$ cat src/rtl/scaled_clock.sv
// scaled_clock: divides clock into a registered 50%-duty square wave with a rising-edge tick
module scaled_clock #(
  parameter int CLK_FREQ_HZ = 100_000_000,
  parameter int OUT_FREQ_HZ = 1
) (
  input  logic clock,
  input  logic reset,
  output logic scaledclk,
  output logic tick
);
  localparam int HALF_PERIOD = (OUT_FREQ_HZ >= 1) ? CLK_FREQ_HZ / (2 * OUT_FREQ_HZ) : 1;
  localparam int CNT_W = (HALF_PERIOD > 1) ? $clog2(HALF_PERIOD) : 1;
  localparam logic [CNT_W-1:0] LAST = CNT_W'(HALF_PERIOD - 1);
  if (OUT_FREQ_HZ < 1) begin : g_bad_out
    $fatal(1, "scaled_clock: OUT_FREQ_HZ must be at least 1");
  end
  if (CLK_FREQ_HZ < 2 * OUT_FREQ_HZ) begin : g_bad_ratio
    $fatal(1, "scaled_clock: CLK_FREQ_HZ must be at least 2*OUT_FREQ_HZ");
  end
  if ((OUT_FREQ_HZ >= 1) && (CLK_FREQ_HZ % (2 * OUT_FREQ_HZ) != 0)) begin : g_bad_div
    $fatal(1, "scaled_clock: CLK_FREQ_HZ must be an exact multiple of 2*OUT_FREQ_HZ");
  end
  logic [CNT_W-1:0] cnt_q, cnt_d;
  logic             scaledclk_q, scaledclk_d;
  logic             tick_q, tick_d;
  logic             last;
  // next state: wrap and toggle at the terminal count, otherwise count up and hold
  always_comb begin
    last        = (cnt_q == LAST);
    cnt_d       = last ? '0 : cnt_q + CNT_W'(1);
    scaledclk_d = last ? ~scaledclk_q : scaledclk_q;
    tick_d      = last & ~scaledclk_q;
  end
  // state registers; reset restarts the phase from zero
  always_ff @(posedge clock) begin
    if (reset) begin
      cnt_q       <= '0;
      scaledclk_q <= 1'b0;
      tick_q      <= 1'b0;
    end else begin
      cnt_q       <= cnt_d;
      scaledclk_q <= scaledclk_d;
      tick_q      <= tick_d;
    end
  end
  assign scaledclk = scaledclk_q;
  assign tick      = tick_q;
endmodule

$ cat config.mk
export PLATFORM = sky130hd
export DESIGN_NAME = scaled_clock
export DESIGN_NICKNAME = d
export VERILOG_FILES = /design/src/rtl/scaled_clock.sv
export SDC_FILE = /design/constraint.sdc
export NUM_CORES = 1
export LEC_CHECK = 0
export ABC_AREA = 1
export CORE_MARGIN = 2
export CORE_UTILIZATION = 40
export DETAILED_ROUTE_END_ITERATION = 7
export PLACE_DENSITY = 0.64
export RECOVER_POWER = 50
export SYNTH_ARGS = -nofsm -noshare
export SYNTH_HDL_FRONTEND = slang
export SYNTH_SLANG_ARGS = --single-unit
$ cat constraint.sdc
create_clock -name clock -period 2.1 [get_ports clock]
set_clock_uncertainty 0.1 [all_clocks]
set_input_delay 0.42 -clock clock [delete_from_list [all_inputs] [get_ports clock]]
set_output_delay 0.42 -clock clock [all_outputs]
set_load 0.01 [all_outputs]
==> impl_metrics.json <==
{
  "power_density_nw_per_um2": 611.4,
  "grt_usage": 0.1599,
  "cp.required_ps": 1580,
  "ys_warn_count": 0,
  "via_count": 1285,
  "route.detailed.drc": 0,
  "worst_slew_pin_slew_ps": 309.5,
  "portBuffers": 3,
  "irDropWorstVdd_v": 0.0002479,
  "wl_um": 3059,
  "fillers": 383,
  "finish.net_count": 235,
  "initial_core_util": 0.4135,
  "slew_headroom": 0.7929,
  "clkSlewWorstSetupHoldPaths_ps": 100,
  "p_comb_frac": 0.028,
  "post-cts-setup-buffers": 0,
  "drive_gt1_frac": 0.08658,
  "core_area_sq_um": 3661,
  "postCtsResizedCells": 0,
  "holdBufCountCts": 0,
  "grt_first_pass_wirelength_um": 5292,
  "crit_type": "register to primary output",
  "die_area_sq_um": 4293,
  "p_leak_nw": 0.5439,
  "final_util": 0.4450,
  "fmax_mhz": 566.4,
  "internal_power_uw": 801.1,
  "synth_fa_ha_area_frac": 0.008264,
  "crit_arrival_ps": 1250,
  "cp_top_family": "buffers and inverters",
  "hpwl_um": 2328,
  "switchingPower_uw": 195.0,
  "crit_buf_inv": 1,
  "slew_violations": 0,
  "synth_mux_area_frac": 0,
  "cts_tree": "done",
  "cts_made_buffers": 3,
  "area_growth_pct": 7.603,
  "grt-ovfl-total": 0,
  "gp_congestion": 0.8384,
  "cts_root_buf": "clkbuf_8",
  "cp-start-kind": "register",
  "clock_power_share": 0.430,
  "synth_cell_types": 22,
  "grt_pass1_vias": 1159,
  "io_pins": 4,
  "synth_top_family_by_area": "simple AND/OR/NAND/NOR gates",
  "synth-simple-area-share": 0.4430,
  "routed_via_density": 4.606,
  "clkLatencyLatePin_ps": 280,
  "final_cell_area_sq_um": 1629,
  "yosys.area_share.xor_xnor": 0.06364,
  "synth_compound_area_frac": 0.03967,
  "std_cell_rows": 22,
  "antenna_found_initial": 0,
  "drt-initial-drc-count": 98,
  "rsz0062_at_grt": "false",
  "switching_share": 0.1957,
  "outcome": "complete, no violations",
  "clockBufferDepth": 2,
  "antenna_cells": 0,
  "post_dp_cell_area_sq_um": 1573,
  "fp.dieW_um": 65.52,
  "htreeDepth": 1,
  "fin_crit_sh": 0.8408,
  "setup_viol": 0,
  "seqPwrFrac": 0.542,
  "synth_area_per_cell_sq_um": 6.699,
  "path_cells": "dlygate4sd3_1",
  "final-hold-violation-count": 0,
  "hold_slack_ps": 375.4,
  "die_h_um": 65.52,
  "grt_max_degree": 23,
  "critPathCaptureType": "primary output",
  "post-place-ws_ps": 340.6,
  "cts_sinks": 28,
  "ys_ff_latch": 28,
  "ys_seq_area_frac": 0.3702,
  "routedWlPerCell_um": 10.96,
  "postRouteAntennaNets": 0,
  "dr.pass1.iters": 4,
  "synth_fp_nets": 229,
  "setup_tns_ps": 0,
  "worst_slack_ps": 334.4,
  "syn_inst": 226,
  "cp_max_fo": 3,
  "post-route-min-period_ps": 1766,
  "hp-class": "register to register",
  "syn_area_sq_um": 1514,
  "crit_slowest_cell": "dlygate4sd3_1",
  "max_stage_delay_ps": 610,
  "drv_cap": 0
}
path summary, 6_finish.rpt:
kind                            cells past startpoint  slack, ps  startpoint         to
worst min-delay path                                1        380    cnt_q[0]   cnt_q[0]
worst max-delay path                                1        330   scaledclk  scaledclk
worst min register to register                      1        380    cnt_q[0]   cnt_q[0]
worst max register to register                      8        350    cnt_q[0]  cnt_q[16]
cell families (layout without fill, tap and decap cells):
group                    after synthesis  in the layout
AO/OA/AOI/OAI                         12             12
XOR/XNOR                              11             11
adder cells (fa/ha/maj)                1              1
buffers and inverters                 24             29
flip-flops                            28             28
AND/OR/NAND/NOR                      150            150
cell usage in the layout (no fill, tap or decap):
| master | n |
|---|---|
| ha_1 | 1 |
| nor2_2 | 11 |
| or2_2 | 1 |
| bufinv_16 | 1 |
| inv_1 | 22 |
| nand2_1 | 60 |
| a21oi_1 | 8 |
| clkdlybuf4s50_1 | 1 |
| nand2_4 | 1 |
| xor2_1 | 5 |
| nor2_1 | 49 |
| nor2_4 | 1 |
| and2_1 | 1 |
| nand4_1 | 3 |
| nand2_2 | 2 |
| nand3b_1 | 1 |
| nand3_1 | 18 |
| dfxtp_1 | 28 |
| clkbuf_8 | 3 |
| or2_0 | 1 |
| xnor2_1 | 6 |
| o21ai_0 | 4 |
| nor3b_1 | 1 |
| dlygate4sd3_1 | 2 |
layer usage:
metal	wire length (um)	share of wire	global-route usage
met5	0	0	0
met4	62	0.020	0.05469
met1	1586	0.52	0.2196
met2	1294	0.42	0.2526
met3	116	0.038	0.02740
flip-flops by register name, summed over array words and instances (netlist names):
register / cells
cnt_q: 26
scaledclk: 1
tick: 1
cells in the mapped netlist, drive strengths merged:
master,number,area [sq um]
dfxtp,28,560.5
nand2,63,251.5
a21oi,8,40.04
nor3b,1,7.510
nand3,18,90.09
and2,1,6.260
o21ai,4,20.02
nor2,61,276.5
xnor2,6,52.55
xor2,5,43.79
ha,1,12.51
nand4,3,18.77
or2,2,12.52
inv,22,82.58
nand3b,1,7.510
buf,2,31.28
power by group through the flow:
stage	sequential [mW]	clock [mW]	combinational (mW)
6_report	0.540	0.429	0.0278
5_1_grt	0.541	0.472	0.0314
4_1_cts	0.540	0.437	0.0296
3_5_place_dp	0.553	0	0.0294
3_3_place_gp	0.552	0	0.0299
2_1_floorplan	0.552	0	0.0295
cell type report:
cell class / count / area, sq um / area share
multi-input combinational: 174 / 824.5 / 0.5061
sequential: 28 / 560.5 / 0.3441
clock buffer: 3 / 41.29 / 0.02535
timing repair buffer: 3 / 30.03 / 0.01843
tap: 48 / 60.06 / 0.03687
inverter: 22 / 82.58 / 0.05069
clock inverter: 1 / 30.03 / 0.01843
through the flow:
stage               cells  power [mW]
global route          279       1.044
floorplan             226      0.5813
detailed placement    275      0.5820
global placement      275      0.5823
CTS                   279       1.007
finish                279      0.9960
Power figures use the tool's default switching activity.
